==> src/rtl/fb_pkg.sv <==
// Shared types and default widths for the framebuffer VRAM arbiter.
package fb_pkg;

  localparam int FB_ADDR_W      = 15;
  localparam int FB_DATA_W      = 8;
  localparam int FB_QUEUE_DEPTH = 4;
  localparam int FB_CLEAR_LAST  = 32767;

  // One buffered CPU write: VRAM address plus pixel value.
  typedef struct packed {
    logic [FB_ADDR_W-1:0] addr;
    logic [FB_DATA_W-1:0] data;
  } fb_wr_t;

  // Background clear engine states.
  typedef enum logic [1:0] {
    IDLE  = 2'd0,
    CLEAR = 2'd1,
    DONE  = 2'd2
  } clr_state_t;

  // Build a queue entry from a captured bus sample.
  function automatic fb_wr_t fb_pack_wr(input logic [FB_ADDR_W-1:0] addr,
                                        input logic [FB_DATA_W-1:0] data);
    fb_wr_t wr;
    wr.addr = addr;
    wr.data = data;
    return wr;
  endfunction

endpackage

==> src/rtl/fb_vram_arbiter_if.sv <==
// Bus bundle between the framebuffer arbiter and its surroundings:
// 6502 capture inputs, scanout fetch, clear control, VRAM port and status.
interface fb_vram_arbiter_if
  import fb_pkg::*;
#(
  parameter int ADDR_W      = FB_ADDR_W,
  parameter int DATA_W      = FB_DATA_W,
  parameter int QUEUE_DEPTH = FB_QUEUE_DEPTH
);

  localparam int LVL_W = $clog2(QUEUE_DEPTH) + 1;

  // 6502 bus (asynchronous to the pixel clock)
  logic              Phi2;
  logic              RW_n;
  logic              AddrSel;
  logic [ADDR_W-1:0] AddrPhys;
  logic [DATA_W-1:0] DataIn;

  // Scanout fetch
  logic              ScanReq;
  logic [ADDR_W-1:0] ScanAddr;
  logic              ScanValid;
  logic [DATA_W-1:0] ScanData;

  // Clear engine
  logic              ClearReq;
  logic [DATA_W-1:0] ClearColor;
  logic              ClearBusy;

  // VRAM macro port
  logic [ADDR_W-1:0] VramAddr;
  logic [DATA_W-1:0] VramWData;
  logic              VramWe;
  logic [DATA_W-1:0] VramRData;

  // Status
  logic [LVL_W-1:0]  QueueLevel;
  logic              Overflow;

  // Arbiter side
  modport slave (
    input  Phi2, RW_n, AddrSel, AddrPhys, DataIn,
    input  ScanReq, ScanAddr, ClearReq, ClearColor, VramRData,
    output ScanValid, ScanData, ClearBusy,
    output VramAddr, VramWData, VramWe, QueueLevel, Overflow
  );

  // Environment side (bus, scanout, VRAM model)
  modport master (
    output Phi2, RW_n, AddrSel, AddrPhys, DataIn,
    output ScanReq, ScanAddr, ClearReq, ClearColor, VramRData,
    input  ScanValid, ScanData, ClearBusy,
    input  VramAddr, VramWData, VramWe, QueueLevel, Overflow
  );

endinterface

==> src/rtl/fb_wr_fifo.sv <==
// Small synchronous FIFO of CPU writes. A push while full is accepted only
// when a pop frees a slot in the same cycle; a pop while empty is ignored.
module fb_wr_fifo
  import fb_pkg::*;
#(
  parameter  int DEPTH = FB_QUEUE_DEPTH,
  localparam int PTR_W = $clog2(DEPTH),
  localparam int LVL_W = PTR_W + 1
) (
  input  logic             clk,
  input  logic             rst_n,
  input  logic             push_i,
  input  fb_wr_t           wdata_i,
  input  logic             pop_i,
  output fb_wr_t           rdata_o,
  output logic [LVL_W-1:0] level_o,
  output logic             full_o,
  output logic             empty_o
);

  fb_wr_t           mem_q [DEPTH];
  logic [PTR_W-1:0] wr_ptr_q;
  logic [PTR_W-1:0] rd_ptr_q;
  logic [LVL_W-1:0] level_q;
  logic             push_ok_s;
  logic             pop_ok_s;

  assign full_o  = (level_q == LVL_W'(DEPTH));
  assign empty_o = (level_q == {LVL_W{1'b0}});
  assign level_o = level_q;
  assign rdata_o = mem_q[rd_ptr_q];

  // Qualify push/pop against the current occupancy.
  always_comb begin
    pop_ok_s  = pop_i && !empty_o;
    push_ok_s = push_i && (!full_o || pop_ok_s);
  end

  // Entry storage; contents are don't-care until written, so no reset.
  always_ff @(posedge clk) begin
    if (push_ok_s) begin
      mem_q[wr_ptr_q] <= wdata_i;
    end
  end

  // Pointers and occupancy; depth is a power of two so pointers wrap naturally.
  always_ff @(posedge clk or negedge rst_n) begin
    if (!rst_n) begin
      wr_ptr_q <= {PTR_W{1'b0}};
      rd_ptr_q <= {PTR_W{1'b0}};
      level_q  <= {LVL_W{1'b0}};
    end else begin
      if (push_ok_s) begin
        wr_ptr_q <= wr_ptr_q + PTR_W'(1);
      end
      if (pop_ok_s) begin
        rd_ptr_q <= rd_ptr_q + PTR_W'(1);
      end
      case ({push_ok_s, pop_ok_s})
        2'b10:   level_q <= level_q + LVL_W'(1);
        2'b01:   level_q <= level_q - LVL_W'(1);
        default: level_q <= level_q;
      endcase
    end
  end

endmodule

==> src/rtl/fb_vram_arbiter.sv <==
// Framebuffer VRAM arbiter: shares the single-port VRAM between scanout
// fetches (always served immediately), buffered 6502 writes captured from
// the Phi2 bus, and a background fill engine, in that priority order.
module fb_vram_arbiter
  import fb_pkg::*;
#(
  parameter int ADDR_W      = FB_ADDR_W,
  parameter int DATA_W      = FB_DATA_W,
  parameter int QUEUE_DEPTH = FB_QUEUE_DEPTH,
  parameter int CLEAR_LAST  = FB_CLEAR_LAST
) (
  input logic                Clk,
  input logic                Reset_n,
  fb_vram_arbiter_if.slave   bus
);

  localparam int                LVL_W        = $clog2(QUEUE_DEPTH) + 1;
  localparam logic [ADDR_W-1:0] CLEAR_LAST_A = ADDR_W'(CLEAR_LAST);

  // ---------------- Phi2 capture ----------------
  logic              phi2_meta_q;
  logic              phi2_sync_q;
  logic              phi2_prev_q;
  logic              smp_rw_n_q;
  logic              smp_sel_q;
  logic [ADDR_W-1:0] smp_addr_q;
  logic [DATA_W-1:0] smp_data_q;
  logic              phi2_fall_s;

  // Two-flop synchronizer for Phi2 plus one delay stage for edge detection.
  always_ff @(posedge Clk or negedge Reset_n) begin
    if (!Reset_n) begin
      phi2_meta_q <= 1'b0;
      phi2_sync_q <= 1'b0;
      phi2_prev_q <= 1'b0;
    end else begin
      phi2_meta_q <= bus.Phi2;
      phi2_sync_q <= phi2_meta_q;
      phi2_prev_q <= phi2_sync_q;
    end
  end

  // Keep re-sampling the CPU bus while Phi2 is high; the last sample wins.
  always_ff @(posedge Clk or negedge Reset_n) begin
    if (!Reset_n) begin
      smp_rw_n_q <= 1'b0;
      smp_sel_q  <= 1'b0;
      smp_addr_q <= {ADDR_W{1'b0}};
      smp_data_q <= {DATA_W{1'b0}};
    end else if (phi2_sync_q) begin
      smp_rw_n_q <= bus.RW_n;
      smp_sel_q  <= bus.AddrSel;
      smp_addr_q <= bus.AddrPhys;
      smp_data_q <= bus.DataIn;
    end
  end

  // ---------------- CPU write queue ----------------
  logic             push_s;
  logic             pop_s;
  fb_wr_t           push_wr_s;
  fb_wr_t           head_wr_s;
  logic [LVL_W-1:0] q_level_s;
  logic             q_full_s;
  logic             q_empty_s;
  logic             overflow_q;

  // Push framebuffer writes on the synchronized Phi2 falling edge; pop
  // whenever the VRAM is not claimed by scanout.
  always_comb begin
    phi2_fall_s = phi2_prev_q && !phi2_sync_q;
    push_s      = phi2_fall_s && !smp_rw_n_q && smp_sel_q;
    pop_s       = !bus.ScanReq && !q_empty_s;
    push_wr_s   = fb_pack_wr(smp_addr_q, smp_data_q);
  end

  fb_wr_fifo #(
    .DEPTH (QUEUE_DEPTH)
  ) u_wr_fifo (
    .clk     (Clk),
    .rst_n   (Reset_n),
    .push_i  (push_s),
    .wdata_i (push_wr_s),
    .pop_i   (pop_s),
    .rdata_o (head_wr_s),
    .level_o (q_level_s),
    .full_o  (q_full_s),
    .empty_o (q_empty_s)
  );

  // Sticky drop flag: a push found the queue full with no pop to make room.
  always_ff @(posedge Clk or negedge Reset_n) begin
    if (!Reset_n) begin
      overflow_q <= 1'b0;
    end else if (push_s && q_full_s && !pop_s) begin
      overflow_q <= 1'b1;
    end
  end

  // ---------------- Clear engine ----------------
  clr_state_t        state_q;
  clr_state_t        state_d;
  logic [ADDR_W-1:0] clr_cnt_q;
  logic [ADDR_W-1:0] clr_cnt_d;
  logic [DATA_W-1:0] clr_color_q;
  logic [DATA_W-1:0] clr_color_d;
  logic              clr_issue_s;
  logic              clear_busy_q;

  // Next-state logic: a request always restarts the fill; otherwise the
  // counter advances only on cycles left over by scanout and CPU writes.
  always_comb begin
    state_d     = state_q;
    clr_cnt_d   = clr_cnt_q;
    clr_color_d = clr_color_q;
    clr_issue_s = (state_q == CLEAR) && !bus.ScanReq && q_empty_s && !bus.ClearReq;
    if (bus.ClearReq) begin
      state_d     = CLEAR;
      clr_cnt_d   = {ADDR_W{1'b0}};
      clr_color_d = bus.ClearColor;
    end else begin
      case (state_q)
        IDLE: begin
          state_d = IDLE;
        end
        CLEAR: begin
          if (clr_issue_s) begin
            if (clr_cnt_q == CLEAR_LAST_A) begin
              state_d = DONE;
            end else begin
              clr_cnt_d = clr_cnt_q + ADDR_W'(1);
            end
          end else begin
            state_d = CLEAR;
          end
        end
        DONE: begin
          state_d = IDLE;
        end
        default: begin
          state_d = IDLE;
        end
      endcase
    end
  end

  // Clear engine state, counter, latched colour and registered busy flag.
  always_ff @(posedge Clk or negedge Reset_n) begin
    if (!Reset_n) begin
      state_q      <= IDLE;
      clr_cnt_q    <= {ADDR_W{1'b0}};
      clr_color_q  <= {DATA_W{1'b0}};
      clear_busy_q <= 1'b0;
    end else begin
      state_q      <= state_d;
      clr_cnt_q    <= clr_cnt_d;
      clr_color_q  <= clr_color_d;
      clear_busy_q <= (state_d == CLEAR);
    end
  end

  // ---------------- VRAM port ----------------
  logic [ADDR_W-1:0] vram_addr_q;
  logic [DATA_W-1:0] vram_wdata_q;
  logic              vram_we_q;
  logic              scan_pend_q;
  logic              scan_valid_q;

  // Fixed-priority grant: scanout, then queued CPU write, then clear fill.
  // On idle cycles the address is held and the write enable dropped.
  always_ff @(posedge Clk or negedge Reset_n) begin
    if (!Reset_n) begin
      vram_addr_q  <= {ADDR_W{1'b0}};
      vram_wdata_q <= {DATA_W{1'b0}};
      vram_we_q    <= 1'b0;
    end else if (bus.ScanReq) begin
      vram_addr_q <= bus.ScanAddr;
      vram_we_q   <= 1'b0;
    end else if (pop_s) begin
      vram_addr_q  <= head_wr_s.addr;
      vram_wdata_q <= head_wr_s.data;
      vram_we_q    <= 1'b1;
    end else if (clr_issue_s) begin
      vram_addr_q  <= clr_cnt_q;
      vram_wdata_q <= clr_color_q;
      vram_we_q    <= 1'b1;
    end else begin
      vram_we_q <= 1'b0;
    end
  end

  // Track scan reads through the address register and the VRAM read stage.
  always_ff @(posedge Clk or negedge Reset_n) begin
    if (!Reset_n) begin
      scan_pend_q  <= 1'b0;
      scan_valid_q <= 1'b0;
    end else begin
      scan_pend_q  <= bus.ScanReq;
      scan_valid_q <= scan_pend_q;
    end
  end

  assign bus.VramAddr   = vram_addr_q;
  assign bus.VramWData  = vram_wdata_q;
  assign bus.VramWe     = vram_we_q;
  assign bus.ScanValid  = scan_valid_q;
  // VRAM read data arrives in the cycle ScanValid is high; gate it otherwise.
  assign bus.ScanData   = scan_valid_q ? bus.VramRData : {DATA_W{1'b0}};
  assign bus.ClearBusy  = clear_busy_q;
  assign bus.QueueLevel = q_level_s;
  assign bus.Overflow   = overflow_q;

endmodule

==> src/flat_wrapper.sv <==
// flat-port wrapper written by rule: the top's interface ports become plain ports
module fb_vram_arbiter_flat import fb_pkg::*;
#(
  parameter int ADDR_W      = FB_ADDR_W,
  parameter int DATA_W      = FB_DATA_W,
  parameter int QUEUE_DEPTH = FB_QUEUE_DEPTH,
  parameter int CLEAR_LAST  = FB_CLEAR_LAST
)
  (Clk, Reset_n, bus_Phi2, bus_RW_n, bus_AddrSel, bus_AddrPhys, bus_DataIn, bus_ScanReq, bus_ScanAddr, bus_ClearReq, bus_ClearColor, bus_VramRData, bus_ScanValid, bus_ScanData, bus_ClearBusy, bus_VramAddr, bus_VramWData, bus_VramWe, bus_QueueLevel, bus_Overflow);
  fb_vram_arbiter_if #(.ADDR_W(ADDR_W), .DATA_W(DATA_W), .QUEUE_DEPTH(QUEUE_DEPTH)) bus_i ();
  input logic Clk;
  input logic Reset_n;
  input wire logic [$bits(bus_i.Phi2)-1:0] bus_Phi2;
  input wire logic [$bits(bus_i.RW_n)-1:0] bus_RW_n;
  input wire logic [$bits(bus_i.AddrSel)-1:0] bus_AddrSel;
  input wire logic [$bits(bus_i.AddrPhys)-1:0] bus_AddrPhys;
  input wire logic [$bits(bus_i.DataIn)-1:0] bus_DataIn;
  input wire logic [$bits(bus_i.ScanReq)-1:0] bus_ScanReq;
  input wire logic [$bits(bus_i.ScanAddr)-1:0] bus_ScanAddr;
  input wire logic [$bits(bus_i.ClearReq)-1:0] bus_ClearReq;
  input wire logic [$bits(bus_i.ClearColor)-1:0] bus_ClearColor;
  input wire logic [$bits(bus_i.VramRData)-1:0] bus_VramRData;
  output wire logic [$bits(bus_i.ScanValid)-1:0] bus_ScanValid;
  output wire logic [$bits(bus_i.ScanData)-1:0] bus_ScanData;
  output wire logic [$bits(bus_i.ClearBusy)-1:0] bus_ClearBusy;
  output wire logic [$bits(bus_i.VramAddr)-1:0] bus_VramAddr;
  output wire logic [$bits(bus_i.VramWData)-1:0] bus_VramWData;
  output wire logic [$bits(bus_i.VramWe)-1:0] bus_VramWe;
  output wire logic [$bits(bus_i.QueueLevel)-1:0] bus_QueueLevel;
  output wire logic [$bits(bus_i.Overflow)-1:0] bus_Overflow;
  assign bus_i.Phi2 = bus_Phi2;
  assign bus_i.RW_n = bus_RW_n;
  assign bus_i.AddrSel = bus_AddrSel;
  assign bus_i.AddrPhys = bus_AddrPhys;
  assign bus_i.DataIn = bus_DataIn;
  assign bus_i.ScanReq = bus_ScanReq;
  assign bus_i.ScanAddr = bus_ScanAddr;
  assign bus_i.ClearReq = bus_ClearReq;
  assign bus_i.ClearColor = bus_ClearColor;
  assign bus_i.VramRData = bus_VramRData;
  assign bus_ScanValid = bus_i.ScanValid;
  assign bus_ScanData = bus_i.ScanData;
  assign bus_ClearBusy = bus_i.ClearBusy;
  assign bus_VramAddr = bus_i.VramAddr;
  assign bus_VramWData = bus_i.VramWData;
  assign bus_VramWe = bus_i.VramWe;
  assign bus_QueueLevel = bus_i.QueueLevel;
  assign bus_Overflow = bus_i.Overflow;
  fb_vram_arbiter #(.ADDR_W(ADDR_W), .DATA_W(DATA_W), .QUEUE_DEPTH(QUEUE_DEPTH), .CLEAR_LAST(CLEAR_LAST)) u_core (.Clk(Clk), .Reset_n(Reset_n), .bus(bus_i));
endmodule
==> config.mk <==
export PLATFORM = sky130hd
export DESIGN_NAME = fb_vram_arbiter_flat
export DESIGN_NICKNAME = d
export VERILOG_FILES = /design/src/rtl/fb_pkg.sv /design/src/rtl/fb_vram_arbiter_if.sv /design/src/rtl/fb_wr_fifo.sv /design/src/rtl/fb_vram_arbiter.sv /design/src/flat_wrapper.sv
export SDC_FILE = /design/constraint.sdc
export NUM_CORES = 1
export LEC_CHECK = 0
export ABC_AREA = 0
export BUFFER_PORTS_ARGS = -buffer_cell sky130_fd_sc_hd__buf_4
export CAP_MARGIN = 0
export CORE_MARGIN = 2
export CORE_UTILIZATION = 35
export CTS_BUF_LIST = sky130_fd_sc_hd__clkbuf_4
export CTS_CLUSTER_DIAMETER = 80
export DETAILED_ROUTE_END_ITERATION = 12
export PLACE_DENSITY_LB_ADDON = 0.05
export SLEW_MARGIN = 5
export SYNTH_ARGS = -nofsm -noshare
export SYNTH_HDL_FRONTEND = slang
export SYNTH_SLANG_ARGS = --single-unit
==> constraint.sdc <==
create_clock -name Clk -period 3.4 [get_ports Clk]
set_input_delay 0.51 -clock Clk [delete_from_list [all_inputs] [get_ports Clk]]
set_output_delay 0.51 -clock Clk [all_outputs]
set_load 0.02 [all_outputs]
# Yosys cells after proc, flatten, opt, wreduce, memory -nomap -nowiden
# Memories as Yosys holds them, arrays and structs flattened.
# Cells that the tools add are included.
word_totals:
  n_memories: 1
  register_bits: 88
  latch_bits: 0
  elab_cells: 81
  romBits: 0
  in_bits: 61
  ram_bits: 92
op_classes:
  bitwise_logic: 1
  reduce_logical: 27
  mux: 20
  div: 0
  mul: 0
  n_shift: 0
  n_eq_ne: 7
  addsub: 5
  magnitude_cmp: 0
mem_list:
  columns: ["memory", "depth", "width", "read_ports", "rd_ports_with_merged_regs", "wr", "line", "text"]
  rows:
  - ["u_core.u_wr_fifo.mem_q", 4, 23, 1, 0, 1, "fb_wr_fifo.sv:21", "fb_wr_t mem_q [DEPTH];"]
ops:
  columns: ["operator", "count"]
  rows:
  - ["15-bit 2-to-1 mux", 7]
  - ["8-bit 2-to-1 mux", 3]
  - ["15-bit by 1-bit adder with 15-bit output (second input constant)", 1]
  - ["15-bit == test (second input constant)", 1]
  - ["1-bit logical AND", 11]
  - ["2-bit 2-to-1 mux", 4]
  - ["2-bit nonzero test", 4]
  - ["1-bit zero test", 7]
  - ["2-bit by 1-bit == test with 1-bit output (second input constant)", 3]
  - ["3-bit case mux with 2 select lines", 1]
  - ["1-bit 2-to-1 mux", 5]
  - ["2-bit by 1-bit adder with 2-bit output (second input constant)", 2]
  - ["3-bit by 1-bit adder with 3-bit output (second input constant)", 1]
  - ["3-bit == test (second input constant)", 1]
  - ["3-bit zero test", 1]
  - ["3-bit AND reduction", 1]
  - ["3-bit nonzero test", 1]
  - ["3-bit by 1-bit subtractor with 3-bit output (second input constant)", 1]
  - ["2-bit == test (second input constant)", 1]
  - ["2-bit != test (second input constant)", 1]
  - ["2-bit AND reduction", 1]
  - ["1-bit logical OR", 1]
  - ["1-bit NOT", 1]

# Logic depth before layout (Yosys ltp)
depth:
  word_depth: 8
  ltp_mapped: 8

# By module
# Synthesis repeated with hierarchy kept, for this count alone.
unflattened:
  cells_unflattened: 486
  hier_area_um2: 7408.4
modules_own_cells:
  columns: ["mod", "n_inst", "cells_each", "area_per_inst_um2"]
  rows:
  - ["fb_wr_fifo", 1, 159, 3749.8]
  - ["fb_vram_arbiter", 1, 327, 3658.5]

# Worst setup path before layout
# OpenSTA, ideal clock, no wires.
synth_timing:
  kind: "reg2reg"
  start: "reg u_core.phi2_sync_q"
  end: "reg u_core.u_wr_fifo.level_q[2] (netlist: u_core.u_wr_fifo.level_o[2])"
  n_path_buf: 1
  path_stages_with_launch: 8
  setup_slack_ns: 0.685
  setup_time_ns: 0.131
  period_less_slack_ns: 2.715
  arrival_ns: 2.584
  path_cell_list: "dfrtp_1 > clkbuf_1 > nor4bb_1 > nor2_1 > fa_1 > or3_1 > and3_1 > or3_1"
synth_via:
  elab_chain_cells: 7
synth_rtl:
  columns: ["element", "line", "text"]
  rows:
  - ["from (decl)", "fb_vram_arbiter.sv:22", "logic phi2_sync_q;"]
  - ["from (signal assigned)", "fb_vram_arbiter.sv:38", "phi2_sync_q <= phi2_meta_q;"]
  - ["1-bit zero test *", "fb_vram_arbiter.sv:71", "phi2_fall_s = phi2_prev_q && !phi2_sync_q;"]
  - ["1-bit logical AND *", "fb_vram_arbiter.sv:71", null]
  - ["1-bit logical AND * (2 in a row)", "fb_vram_arbiter.sv:72", "push_s = phi2_fall_s && !smp_rw_n_q && smp_sel_q;"]
  - ["1-bit logical AND *", "fb_wr_fifo.sv:36", "push_ok_s = push_i && (!full_o || pop_ok_s);"]
  - ["2-bit by 1-bit == test with 1-bit output or 2-bit == test (tied branches)", "fb_wr_fifo.sv:59", "case ({push_ok_s, pop_ok_s})"]
  - ["3-bit case mux with 2 select lines or 2-bit nonzero test (tied branches)", null, null]
  - ["to (signal assigned)", "fb_wr_fifo.sv:60", "2'b10: level_q <= level_q + LVL_W'(1);"]
  - ["to (signal assigned)", "fb_wr_fifo.sv:61", "2'b01: level_q <= level_q - LVL_W'(1);"]
  - ["to (signal assigned)", "fb_wr_fifo.sv:62", "default: level_q <= level_q;"]
  - ["to (decl)", "fb_wr_fifo.sv:24", "logic [LVL_W-1:0] level_q;"]
# Mark *: on every way between the ends. The rest lies on a longest branch, timed or not.
# A chain may end at the register's enable or synchronous reset.

# Worst setup path after layout
layout_timing:
  start: "reg u_core.u_wr_fifo.level_q[0] (netlist: u_core.u_wr_fifo.level_o[0])"
  end: "reg u_core.u_wr_fifo.level_q[2] (netlist: u_core.u_wr_fifo.level_o[2])"
layout_via:
  elab_chain_cells: 8
layout_rtl:
  columns: ["element", "line", "text"]
  rows:
  - ["from (signal assigned)", "fb_wr_fifo.sv:51", "level_q <= {LVL_W{1'b0}};"]
  - ["from (signal assigned)", "fb_wr_fifo.sv:60", null]
  - ["from (signal assigned)", "fb_wr_fifo.sv:61", null]
  - ["3-bit zero test", "fb_wr_fifo.sv:29", "assign empty_o = (level_q == {LVL_W{1'b0}});"]
  - ["1-bit zero test", "fb_wr_fifo.sv:35, fb_vram_arbiter.sv:73", null]
  - ["1-bit logical AND", "fb_vram_arbiter.sv:73", "pop_s = !bus.ScanReq && !q_empty_s;"]
  - ["1-bit logical AND", "fb_wr_fifo.sv:35", "pop_ok_s = pop_i && !empty_o;"]
  - ["1-bit logical OR", "fb_wr_fifo.sv:36", null]
  - ["1-bit logical AND", "fb_wr_fifo.sv:36", null]
  - ["2-bit by 1-bit == test with 1-bit output or 2-bit == test (tied branches)", "fb_wr_fifo.sv:59", null]
  - ["3-bit case mux with 2 select lines or 2-bit nonzero test (tied branches)", null, null]
# Parallel ways exist; a longest one is shown, timed or not.

==> metrics.cfg <==
[outcome]
status = finished clean

[setup_path]
cp_num_buf_inv = 0
cp-start-kind = flip-flop
rrSetupSlack_ns = 0.85
worstPathRequired_ns = 3.86
endpoint_kind = flip-flop
crit_arrival_ns = 3.01
cpPeakStageDelay_ns = 0.52
crit_slowest_cell = dfrtp_1
critPathTopFamily = simple AND/OR/NAND/NOR gates
cp_max_fo = 12
crit_top_cell = or3_1
crit_type = reg -> reg
path_cells = nor3_1 > or2_2 > nor2_1 > fa_1 > or3_1 > and3_1 > or3_1

[synth]
ys_seq_area_share_pct = 69.02
synth.top_cell.area_share_pct = 38.41
yosysMostFrequentCell = edfxtp_1
yosysTopAreaCell = edfxtp_1
syn_nets = 509
synth-edff-count = 92
ys_types = 48
ys_seq_elements = 180
syn-cell-area_sq_mm = 0.007193
synthTopCellsByArea = edfxtp_1 38%, dfrtp_1 31%, mux4_2 7.2%, mux2_2 5.8%, a221o_1 2.1%
async_reset_ff_share_pct = 48.89
syn_avg_cell_area_sq_um = 16.27
yosys_warnings = 0
synth_ff_type = edfxtp_1
synth_cells = 442
synth_common_cells = 92 x edfxtp_1, 88 x dfrtp_1, 37 x mux2_2

[sta]
setup_viol = 0
clock.fmax_mhz = 392.2
fin_crit_sh_pct = 74.99
grt_setup_unrepaired = no
tightest_slew_ns = 1.052
fin_skew_ns = 0.02273
min_period_ns = 2.550
hold_viol = 0
final_max_slew_viol_count = 0
finalSetupTns_ns = 0
max-slew-margin-rel_pct = 29.58

[global_route]
grt_use_met3_pct = 3.758
grt-busiest-layer = met2
gr-total-overflow = 0
grt_util_met2_pct = 22.24
grt_pass1_vias = 4346
grt_pass1_wl_um = 24420
antenna_found_initial = 1
grt_use_total_pct = 14.86
grt_max_degree = 33
use_met1_pct = 21.79

[cells_and_area]
syn2layout_area_growth_pct = 20.26
multi_input_area_sq_mm = 0.002116
utilization_pct = 42.75
seq_area_sq_mm = 0.004965
final_nets = 620
fin_area_sq_mm = 0.008651
n_fill_cell = 1849
drive_above_1_share_pct = 36.57

[clock_network]
ctsLongestPathBuffers = 2
h-tree-depth = 4
clock_latency_ns = 0.55
cts_buffers = 17
clkTransAtPathRegs_ns = 0.17
cts_tree = built
clkSinkCount = 180
ctsResizeCount = 0
cts-root-buf = clkbuf_4

[die]
die_w_um = 147.4
rows = 52
core-area_sq_mm = 0.02023
ios = 99
initial_core_util_pct = 35.55
dieArea_sq_mm = 0.02172
die_y_um = 147.4

[route]
wirelength_um = 15420
wire_per_inst_um = 18.42
postRouteAntennaNets = 0
vias_per_cell = 5.033
drc = 0
drt_pass1_iterations = 4
vias = 4213
initialDrtViolationCount = 289

[power_and_ir_drop]
p_leak_uw = 0.003307
irDropWorstVdd_uv = 296.3
total_power_uw = 5572
powerDensity_mw_per_mm2 = 644.1

[placed_design]
place_area_sq_mm = 0.008310
dp.final_hpwl_um = 10290
routabilityCongestion = 0.7763
port_buffers = 98

[hold_path]
hp-class = in -> reg

[job]
drv_cap = 0

## cells in the final DEF (no fill, tap or decap), drive strengths merged, types with 2 or more instances in the layout
cell / synthesis / final
edfxtp: 92 / 92
o21ai: 5 / 5
a311oi: 3 / 3
nand3: 9 / 9
and2: 12 / 12
nor4: 6 / 6
dlygate4sd3: 0 / 2
nand2: 9 / 9
o31ai: 4 / 4
o22ai: 8 / 8
mux2: 37 / 37
nor2b: 3 / 3
clkinv: 0 / 8
o31a: 2 / 2
nor3: 11 / 11
xnor2: 3 / 3
buf: 6 / 112
a22o: 15 / 15
or4: 6 / 6
ha: 5 / 5
and3: 3 / 3
nand4: 3 / 3
a21oi: 10 / 10
inv: 7 / 13
mux4: 23 / 23
a221o: 15 / 15
or3: 4 / 4
nor2: 20 / 20
clkbuf: 16 / 17
dfrtp: 88 / 88
## state kept, by name, summed over array words and instances (netlist names)
register,cells
u_core.bus.ClearBusy,1
u_core.bus.Overflow,1
u_core.bus.ScanValid,1
u_core.bus.VramAddr,15
u_core.bus.VramWData,8
u_core.bus.VramWe,1
u_core.clr_cnt_q,15
u_core.clr_color_q,8
u_core.phi2_meta_q,1
u_core.phi2_prev_q,1
u_core.phi2_sync_q,1
u_core.scan_pend_q,1
u_core.smp_addr_q,15
u_core.smp_data_q,8
u_core.smp_rw_n_q,1
u_core.smp_sel_q,1
u_core.state_q,2
u_core.u_wr_fifo.level_o,3
u_core.u_wr_fifo.mem_q,92
u_core.u_wr_fifo.rd_ptr_q,2
u_core.u_wr_fifo.wr_ptr_q,2
## area by class of cell
cell class,instances,share of cell area (%)
Multi-Input combinational cell,233,24.46
Inverter,7,0.3037
Timing Repair Buffer,114,10.24
Tap cell,270,3.905
Clock inverter,15,2.198
Antenna cell,1,0.02893
Clock buffer,17,1.475
Sequential cell,180,57.39
## power breakdown
group / total [uW] / switching (uW) / internal [uW]
registers: 2790 / 234 / 2560
clock network: 1250 / 835 / 413
logic: 1530 / 781 / 751
## kinds of logic (layout without fill, tap and decap cells)
logic type,count (synthesis),after routing,synth area share (%)
flops,180,180,69.02
buf+inv,29,153,1.566
other cells,0,1,0
fa+ha+maj,6,6,1.148
compound gates,70,70,7.619
xor+xnor,4,4,0.4871
simple gates,92,92,7.028
mux,61,61,13.13
## timing repair
action | in CTS | in global routing
setup buffers | 0 | 0
hold buffers | 2 | 0
endpoints found under the hold margin | 30 | 0
## final timing paths
| check | startpoint | to | depth (start not counted) |
|---|---|---|---|
| max reg2reg | u_core.u_wr_fifo.level_o[0] | u_core.u_wr_fifo.level_o[2] | 7 |
| max in group asynchronous | Reset_n | u_core.smp_addr_q[6] | 3 |
| min reg2reg | u_core.phi2_meta_q | u_core.phi2_sync_q | 0 |
| min | bus_DataIn[5] | u_core.smp_data_q[5] | 2 |
| max | u_core.u_wr_fifo.level_o[0] | u_core.u_wr_fifo.level_o[2] | 7 |
| min in group asynchronous | Reset_n | u_core.bus.VramWData[1] | 2 |
## through the flow
step           hold slack [ns]  cells  setup WS (ns)
3_5_place_dp            0.3358    802         0.8098
5_1_grt                0.07922    837         0.7086
4_1_cts                 0.1088    836         0.8384
2_1_floorplan           0.2144    442         0.6851
6_report                0.1721    837         0.8504
3_3_place_gp            0.3404    802         0.8344
## layer usage
layer | routed length (um) | vias to the layer above | part of all wire (%)
met2 | 7057 | 101 | 46
met1 | 7655 | 2136 | 50
met3 | 674 | 4 | 4.4
met5 | 0 | - | 0
met4 | 32 | 0 | 0.21
li1 | - | 1972 | -
Power figures use the tool's default switching activity.
